--- src/rtl/scratchpad_feature_pingpong.sv ---
// Double-buffered feature scratchpad: one bank fills by random or sliding-window
// writes while the other, committed bank is presented to the PE array.
module scratchpad_feature_pingpong #(
  parameter int unsigned TN            = 4,
  parameter int unsigned KERNEL_SIZE   = 5,
  parameter int unsigned FEATURE_WIDTH = 16,
  parameter int unsigned GROUP_AW      = 9,
  parameter int unsigned LINE_AW       = 4
) (
  input  logic                                      clk,
  input  logic                                      rst,
  input  logic                                      wr_valid,
  output logic                                      wr_ready,
  input  logic [GROUP_AW-1:0]                       wr_mem_group,
  input  logic [LINE_AW-1:0]                        wr_mem_line,
  input  logic                                      wr_shift,
  input  logic                                      wr_last,
  input  logic [FEATURE_WIDTH-1:0]                  wr_data,
  output logic                                      rd_valid,
  input  logic                                      rd_ready,
  output logic [TN*KERNEL_SIZE*FEATURE_WIDTH-1:0]   data_out,
  output logic [TN-1:0]                             group_full,
  output logic                                      err_addr
);

  localparam int unsigned CNT_W = 2;

  logic [FEATURE_WIDTH-1:0] mem [2][TN][KERNEL_SIZE];
  logic [KERNEL_SIZE-1:0]   bitmap [TN];
  logic                     wr_bank;
  logic                     rd_bank;
  logic [CNT_W-1:0]         full_cnt;
  logic [CNT_W-1:0]         full_cnt_next;

  logic wr_fire;
  logic commit;
  logic rel_fire;
  logic addr_bad;

  assign wr_ready = (full_cnt != CNT_W'(2));
  assign rd_valid = (full_cnt != CNT_W'(0));
  assign wr_fire  = wr_valid && wr_ready;
  assign commit   = wr_fire && wr_last;
  assign rel_fire = rd_valid && rd_ready;
  assign addr_bad = (wr_mem_group >= GROUP_AW'(TN)) ||
                    (!wr_shift && (wr_mem_line >= LINE_AW'(KERNEL_SIZE)));

  // Occupancy: a commit and a release in the same cycle cancel out.
  always_comb begin
    full_cnt_next = full_cnt;
    case ({commit, rel_fire})
      2'b10:   full_cnt_next = full_cnt + CNT_W'(1);
      2'b01:   full_cnt_next = full_cnt - CNT_W'(1);
      default: full_cnt_next = full_cnt;
    endcase
  end

  always_ff @(posedge clk) begin
    if (rst) begin
      wr_bank  <= 1'b0;
      rd_bank  <= 1'b0;
      full_cnt <= '0;
      err_addr <= 1'b0;
      for (int unsigned b = 0; b < 2; b++)
        for (int unsigned g = 0; g < TN; g++)
          for (int unsigned l = 0; l < KERNEL_SIZE; l++)
            mem[b][g][l] <= '0;
      for (int unsigned g = 0; g < TN; g++)
        bitmap[g] <= '0;
    end else begin
      full_cnt <= full_cnt_next;
      if (wr_fire && addr_bad)
        err_addr <= 1'b1;
      for (int unsigned g = 0; g < TN; g++) begin
        if (wr_fire && !addr_bad && (wr_mem_group == GROUP_AW'(g))) begin
          if (wr_shift) begin
            // Line 0 is the oldest entry; new data enters at the top.
            for (int unsigned l = 0; l + 1 < KERNEL_SIZE; l++)
              mem[wr_bank][g][l] <= mem[wr_bank][g][l+1];
            mem[wr_bank][g][KERNEL_SIZE-1] <= wr_data;
            bitmap[g] <= {1'b1, bitmap[g][KERNEL_SIZE-1:1]};
          end else begin
            for (int unsigned l = 0; l < KERNEL_SIZE; l++) begin
              if (wr_mem_line == LINE_AW'(l)) begin
                mem[wr_bank][g][l] <= wr_data;
                bitmap[g][l]       <= 1'b1;
              end
            end
          end
        end
      end
      // Commit overrides the bitmap update of its own beat; storage keeps it.
      if (commit) begin
        wr_bank <= ~wr_bank;
        for (int unsigned g = 0; g < TN; g++)
          bitmap[g] <= '0;
      end
      if (rel_fire)
        rd_bank <= ~rd_bank;
    end
  end

  always_comb begin
    group_full = '0;
    for (int unsigned g = 0; g < TN; g++)
      group_full[g] = &bitmap[g];
  end

  always_comb begin
    data_out = '0;
    if (rd_valid)
      for (int unsigned g = 0; g < TN; g++)
        for (int unsigned l = 0; l < KERNEL_SIZE; l++)
          data_out[(g*KERNEL_SIZE+l)*FEATURE_WIDTH +: FEATURE_WIDTH] = mem[rd_bank][g][l];
  end

endmodule

--- config.mk ---
export PLATFORM = sky130hd
export DESIGN_NAME = scratchpad_feature_pingpong
export DESIGN_NICKNAME = d
export VERILOG_FILES = /design/src/rtl/scratchpad_feature_pingpong.sv
export SDC_FILE = /design/constraint.sdc
export NUM_CORES = 1
export LEC_CHECK = 0
export BUFFER_PORTS_ARGS = -buffer_cell sky130_fd_sc_hd__buf_2
export CAP_MARGIN = 25
export CORE_MARGIN = 2
export CORE_UTILIZATION = 40
export CTS_CLUSTER_SIZE = 40
export DETAILED_ROUTE_END_ITERATION = 8
export GPL_ROUTABILITY_DRIVEN = 1
export PLACE_DENSITY = 0.65
export SLEW_MARGIN = 20
export SYNTH_ARGS = -nofsm -noshare
export SYNTH_HDL_FRONTEND = slang
export SYNTH_SLANG_ARGS = --single-unit
--- constraint.sdc ---
create_clock -name clk -period 7.23 [get_ports clk]
set_input_delay 1.446 -clock clk [delete_from_list [all_inputs] [get_ports clk]]
set_output_delay 1.446 -clock clk [all_outputs]
set_load 0.1 [all_outputs]
* Word level (Yosys, flattened, before mapping)
Memories as Yosys holds them, arrays and structs flattened. A register that Yosys moved wholly into a read port is not among the register bits.
Cells that the tools add are included.
** Word-level totals
- RAM bits :: 660
- Latch bits :: 0
- Bits in read-only memories :: 0
- Register bits :: 5
- Memories :: 2
** Memory list
- mem :: words 2, width 320, read ports 2, clocked after Yosys merged registers in 2, wr ports 2, RTL line 28 : logic [FEATURE_WIDTH-1:0] mem [2][TN][KERNEL_SIZE];
- bitmap :: words 4, width 5, read ports 4, clocked after Yosys merged registers in 0, wr ports 4, RTL line 29 : logic [KERNEL_SIZE-1:0] bitmap [TN];
** Operators by class
- Muxes and demuxes :: 161
- Multiply operators :: 0
- Add/sub/neg operators :: 2
- Reductions and logical operators :: 22
- Shift operators :: 0
- Divide/modulo/power cells :: 0
- Equality and inequality tests :: 10
- Magnitude comparators :: 2
- Bitwise operators :: 66
** Operator list (number)
- 2-to-1 mux 320 bit :: 2
- 2-to-1 mux 16 bit :: 20
- OR reduction 320 bit :: 1
- 2-to-1 mux 1 bit :: 133
- bitwise OR 1 bit :: 64
- 2-to-1 mux 20 bit :: 1
- 2-to-1 mux 5 bit :: 4
- AND reduction 5 bit :: 4
- == test 9 x 2 -> 1 bit (second input constant) :: 2
- logical AND 1 bit :: 10
- == test 9 x 1 -> 1 bit (second input constant) :: 1
- >= comparator 9 x 3 -> 1 bit (second input constant) :: 1
- logical NOT 9 bit :: 1
- == test 4 x 2 -> 1 bit (second input constant) :: 2
- == test 4 x 1 -> 1 bit (second input constant) :: 1
- == test 4 x 3 -> 1 bit (second input constant) :: 1
- >= comparator 4 x 3 -> 1 bit (second input constant) :: 1
- logical NOT 4 bit :: 1
- one-hot mux 2 bit (2 select lines) :: 1
- nonzero test 2 bit :: 2
- adder 2 x 1 -> 2 bit (second input constant) :: 1
- == test 2 x 1 -> 1 bit (second input constant) :: 1
- == test 2 bit (second input constant) :: 1
- logical NOT 1 bit :: 2
- 4 further kinds :: 5

* Logic depth before layout (Yosys ltp)
Gate-level depths: netlist of run 1.
- Depth in word-level cells :: 12
- Gate-level depth with buffers :: 11

* Worst setup path before layout of run 1
No wires, ideal clock.
- Kind :: input to register
- From :: input port wr_mem_group[6]
- To :: memory mem[1][208] (netlist bit) (enable)
- Stages on the path :: 5
- Buffers on the path :: 0
- Path slack :: 2.470 ns
- Data required time :: 6.816 ns
- Data arrival time :: 4.345 ns
- Cell sequence :: or4_4 > or4_4 > nor4_4 > nand2_1 > o31ai_1
** RTL lines
- from (decl) :: RTL line 14 : input logic [GROUP_AW-1:0] wr_mem_group,
- to (decl) :: RTL line 28

==> metrics.cfg, run 1 <==
[status]
outcome=finished clean

[yosys]
ys_types=55
synth.top_cells.by_count=nor2_1 (947), edfxtp_1 (649), mux2i_1 (514), clkbuf_1 (203), nand2_1 (171)
synth-edff-count=649
ys_seq_area_frac=0.568
postSynthCellCount=3219
synthTopCellsByArea=edfxtp_1 (56%), mux2i_1 (15%), nor2_1 (10%), mux2_2 (4.2%), o21ai_0 (2.3%)
synth_nets=3255
synth_area_leader_cell=edfxtp_1
synth.avg_cell_area_um2=10.8
ys_async_sr_fraction=0
synth_seq_cells=667
syn_area_um2=34900
synth_most_common_cell=nor2_1
synth_top_flop_cell=edfxtp_1
yosysTopAreaCellShare=0.558
yosys_warnings=0

[sta]
setup_viol=0
fmaxAchievable_mhz=203
hold_violations=0
min_period_ps=4920
fin_worst_skew_ps=28.9
fin_crit_sh=0.681
slew_headroom=0.240
tightest_slew_ps=1140
slew_viol_final=0
grt_setup_unrepaired=no
tns_ps=0

[clocking]
clkSinkCount=667
cts_max_level=3
clk_pin_slew_ps=50
cts.repair.resized=0
cts_tree=done
cts_buffers=72
cts_hold_buf=0
clkLatencyLatePin_ps=610
cts_setup_buffers=0
cts_buffer_depth=3
cts_root_buf=clkbuf_16

[power_and_ir_drop]
power.total_w=0.0151
leakagePower_nw=15.3
power_density_nw_per_um2=377
max-vdd-ir-drop_mv=0.394

[routing]
wl_per_cell_um=24.0
firstDrtPassIters=6
dr.first_iter.drc_count=2605
wl_um=112000
detail-route-antenna-nets=0
dr_total_vias=25800
drc=0
vias_per_cell=5.53

[floorplan]
fp.dieArea_um2=89700
num_rows=108
die_h_um=299
initial_core_util=0.403
ioPinCount=362
die_w_um=299
coreArea_um2=86600

[setup_path]
timing.critical_path.buf_inv=5
cp.arrival_ps=5260
crit_top_cell=buf_4
critical_path_class=in2reg
cp_slowest_cell=buf_4
worstSetupEndpointType=flop
slowest_delay_ps=900
cp_max_fo=84
start_kind=primary input
crit_family=buffers and inverters
critical_path.cell_chain=buf_2 -> nor2b_1 -> a21oi_2 -> nand4_1 -> buf_4 -> buf_4 -> buf_4 -> buf_12 -> nor2_1
worstPathRequired_ps=7560

[global_route]
overflow=0
grt_max_degree=212
grt_pass1_wl_um=161000
antenna_found_initial=5
grt_pass1_vias=24700
grt_usage=0.241

[finish]
fill_cells=7995
layout-area-overhead-vs-synth_pct=14.7
layout-drive-gt1-share=0.196
nNetsFinal=3482
multi_input_area_um2=14000
regArea_um2=19900

[hold_path]
hold_class=reg2reg

[placed_design]
place.gp.congestion=0.870
port_buffers=361
hpwl_um=72800

[run]
max-cap-violations=0

==> cells in the final DEF, fill, tap and decap left out, types with 4 or more instances in the layout <==
cell,synthesis,final
dfxtp_1,18,16
a21oi_1,20,20
buf_12,0,6
nor2_1,947,945
a211oi_1,5,5
o21ai_0,159,143
nor2b_1,4,4
a32oi_1,54,54
clkbuf_1,203,13
nand4_1,11,11
clkinv_2,0,10
inv_1,7,7
clkbuf_16,0,77
nand2_2,6,6
mux2i_1,514,514
bufinv_16,0,7
buf_2,31,361
edfxtp_1,649,649
and3_1,4,4
clkinv_1,1,17
o21ai_1,7,22
and2_1,87,87
a21boi_0,5,5
a221oi_1,5,5
nand3_1,11,11
nand2_1,171,171
buf_4,3,57
nand2b_1,5,4
mux2_2,129,129
nor3_1,69,69
a22oi_1,13,13
==> cell type report <==
cell class | instances | area share
inverters | 8 | 0.000749
flip-flops and latches | 667 | 0.496
clock buffers | 91 | 0.0496
clock inverters | 37 | 0.00887
multi-input cells | 2271 | 0.349
diodes | 2 | 0.000125
well taps | 1155 | 0.0361
repair buffers | 426 | 0.0595
==> kinds of logic after synthesis <==
kind of cell    count (synthesis)  synth area share
compound gates                283            0.0498
xor+xnor                        5           0.00125
fa+ha+maj                       1          0.000358
buf+inv                       281            0.0316
flops                         667             0.568
mux                           643             0.189
simple gates                 1339             0.160
==> power breakdown <==
part | total (W) | switching, W | internal, W
clock network | 0.00371 | 0.00152 | 0.00219
registers | 0.00449 | 0.000122 | 0.00437
logic | 0.00690 | 0.00575 | 0.00116
total | 0.0151 | 0.00739 | 0.00772
==> tightest hold or removal path, delay by kind of cell (launching register included) <==
kind | cells | cell delay (ps)
and+or+nand+nor | 2 | 140
DFF | 1 | 330
==> path summary, 6_finish.rpt <==
kind / from / endpoint / slack [ps] / cells after the start
worst max-delay path: wr_shift / mem[1][146]$_DFFE_PP_ / 2310 / 9
worst min-delay path: err_addr$_SDFFE_PP0P_ / err_addr$_SDFFE_PP0P_ / 520 / 2
worst max register to register: full_cnt[0]$_SDFFE_PP0P_ / mem[1][146]$_DFFE_PP_ / 2770 / 8
worst min register to register: err_addr$_SDFFE_PP0P_ / err_addr$_SDFFE_PP0P_ / 520 / 2
==> flip-flops by register name, indices dropped and copies added (netlist names), named ones only <==
signal / cells
rd_bank: 1
full_cnt: 2
wr_bank: 1
mem: 640
err_addr: 1
bitmap: 20
==> layer usage <==
metal	vias to the layer above	track usage	routed length, µm
li1	11800	-	-
met4	4	0.0768	3100
met5	-	0	27
met1	12800	0.321	46700
met2	981	0.408	54900
met3	154	0.0330	6940
==> metrics by stage <==
step / setup WS [ps] / cells / area, µm² / hold WS, ps / utilization
after floorplan: 2470 / 3219 / 34900 / 467 / -
after global placement: 1850 / 4524 / 37700 / 485 / 0.435
after detailed placement: 1740 / 4526 / 37700 / 507 / 0.435
after CTS: 2350 / 4654 / 40000 / 515 / 0.462
after global routing: 2230 / 4655 / 40100 / 526 / 0.463
final: 2310 / 4657 / 40100 / 518 / 0.463
Note: power is estimated with default switching activity, not from simulation.
==> inputs of run 2 (changes only) <==
--- a/config.mk
+++ b/config.mk
@@ -12,7 +12,7 @@
 export CTS_CLUSTER_SIZE = 40
 export DETAILED_ROUTE_END_ITERATION = 8
 export GPL_ROUTABILITY_DRIVEN = 1
-export PLACE_DENSITY = 0.65
+export PLACE_DENSITY = 0.67
 export SLEW_MARGIN = 20
 export SYNTH_ARGS = -nofsm -noshare
 export SYNTH_HDL_FRONTEND = slang
==> constraint.sdc (replaced) <==
create_clock -name clk -period 4.4 [get_ports clk]
set_input_delay 0.88 -clock clk [delete_from_list [all_inputs] [get_ports clk]]
set_output_delay 0.88 -clock clk [all_outputs]
set_load 0.1 [all_outputs]
==> metrics.cfg, run 2 (same netlist as run 1, synthesis figures left out) <==
[floorplan]
num_rows=108  ; unchanged
die_h_um=299  ; unchanged
die_w_um=299  ; unchanged
ioPinCount=362  ; unchanged
fp.dieArea_um2=89700  ; unchanged
coreArea_um2=86600  ; unchanged
initial_core_util=0.403  ; unchanged

[power_and_ir_drop]
max-vdd-ir-drop_mv=0.674  ; +71%
power_density_nw_per_um2=610  ; +62%
power.total_w=0.0245  ; +62%
leakagePower_nw=15.4  ; +0.57%

[routing]
dr.first_iter.drc_count=2582  ; -0.88%
detail-route-antenna-nets=0  ; unchanged
wl_per_cell_um=23.6  ; -1.6%
drc=0  ; unchanged
firstDrtPassIters=6  ; unchanged
vias_per_cell=5.51  ; -0.36%
dr_total_vias=25900  ; +0.35%
wl_um=111000  ; -0.88%

[finish]
final_common_cell=nor2_1
final_cell_mix=nor2_1 (945), edfxtp_1 (649), mux2i_1 (514), buf_2 (361), nand2_1 (171)
layout-area-overhead-vs-synth_pct=15.1
nNetsFinal=3514  ; +0.92%
largest_register_ffs=640  ; unchanged
reg.largest.list=mem: 640 flops, bitmap: 20 flops, full_cnt: 2 flops
regMostFlops=mem
layout-drive-gt1-share=0.204  ; +0.00791
fill_cells=7966  ; -0.36%

[global_route]
overflow=0  ; unchanged
grt_max_degree=160  ; -25%
grt_pass1_wl_um=161000  ; about the same
grt_usage=0.240  ; -0.00103
antenna_found_initial=5  ; unchanged
grt_pass1_vias=24800  ; +0.28%

[setup_path]
critical_path_class=reg2out
cp.arrival_ps=2770  ; -2490 ps
cp_slowest_cell=mux2i_1
critical_path.cell_chain=buf_12 -> buf_4 -> mux2i_1 -> nor2_1 -> buf_2
reg2reg_from=full_cnt[0]$_SDFFE_PP0P_
cp_max_fo=33  ; -61%
worstPathRequired_ps=3520  ; -4040 ps
start_kind=flop
worstSetupEndpointType=output port
slowest_delay_ps=520  ; -380 ps

[clocking]
cts_tree=done
cts_hold_buf=0  ; unchanged
cts_setup_buffers=0  ; unchanged
cts_buffers=69  ; -4.2%
cts.repair.resized=0  ; unchanged
cts_buffer_depth=3  ; unchanged
clk_pin_slew_ps=60  ; about the same
cts_max_level=3  ; unchanged
cts_root_buf=clkbuf_16
clkLatencyLatePin_ps=610  ; about the same
clkSinkCount=667  ; unchanged

[sta]
slew_viol_final=0  ; unchanged
tns_ps=0  ; unchanged
grt_setup_unrepaired=no
fmaxAchievable_mhz=274
min_period_ps=3650
fin_crit_sh=0.830
tightest_slew_ps=1100  ; -38.4 ps
hold_violations=0  ; unchanged
setup_viol=0  ; unchanged
fin_worst_skew_ps=24.0  ; -4.96 ps
slew_headroom=0.266  ; +0.0256

[hold_path]
hp-start=err_addr$_SDFFE_PP0P_
hold_class=reg2reg

[run]
max-cap-violations=0  ; unchanged

[placed_design]
port_buffers=361  ; unchanged
place.gp.congestion=0.881  ; +1.2%
hpwl_um=73700  ; +1.3%

[status]
outcome=finished clean

[run 2: path summary, 6_finish.rpt]
kind | endpoint | slack (ps) | cells past startpoint
worst max-delay path | data_out[229] | 750 | 5
worst min-delay path | err_addr$_SDFFE_PP0P_ | 480 | 2
worst max register to register | mem[1][132]$_DFFE_PP_ | 1130 | 6
worst min register to register | err_addr$_SDFFE_PP0P_ | 480 | 2
[run 2: power by group]
group          internal (W)  switching, W
logic               0.00195       0.00948
registers           0.00718      0.000164
clock network       0.00324       0.00250
[run 2: per-layer routing]
metal / routed length (µm) / part of all wire / global-route usage
met5: 24 / 0.00022 / 0
met4: 3430 / 0.031 / 0.0773
met3: 7860 / 0.071 / 0.0344
met2: 53200 / 0.48 / 0.398
met1: 46200 / 0.42 / 0.325
[run 2: metrics by stage]
| step | hold slack (ps) | instance area [µm²] | worst slack, ps | util | std cells |
|---|---|---|---|---|---|
| 2_1_floorplan | 467 | 34900 | 206 | - | 3219 |
| 3_3_place_gp | 452 | 38000 | 452 | 0.439 | 4560 |
| 3_5_place_dp | 462 | 38000 | 357 | 0.439 | 4562 |
| 4_1_cts | 477 | 40200 | 711 | 0.464 | 4686 |
| 5_1_grt | 495 | 40200 | 669 | 0.464 | 4686 |
| 6_report | 478 | 40200 | 747 | 0.464 | 4690 |
[run 2: final cells by class]
type / instances / area (µm²) / share of cell area
multi-input combinational: 2271 / 14000 / 0.348
inverter: 8 / 30.0 / 0.000747
clock buffer: 83 / 1840 / 0.0458
sequential: 667 / 19900 / 0.494
clock inverter: 41 / 330 / 0.00821
timing repair buffer: 461 / 2700 / 0.0670
tap: 1155 / 1450 / 0.0359
antenna: 4 / 10.0 / 0.000249
[run 2: critical path, delay by kind of cell, from the launching register on]
family | cells | cell delay (ps)
buf+inv | 3 | 1090
flops | 1 | 440
mux | 1 | 520
simple gates | 1 | 80
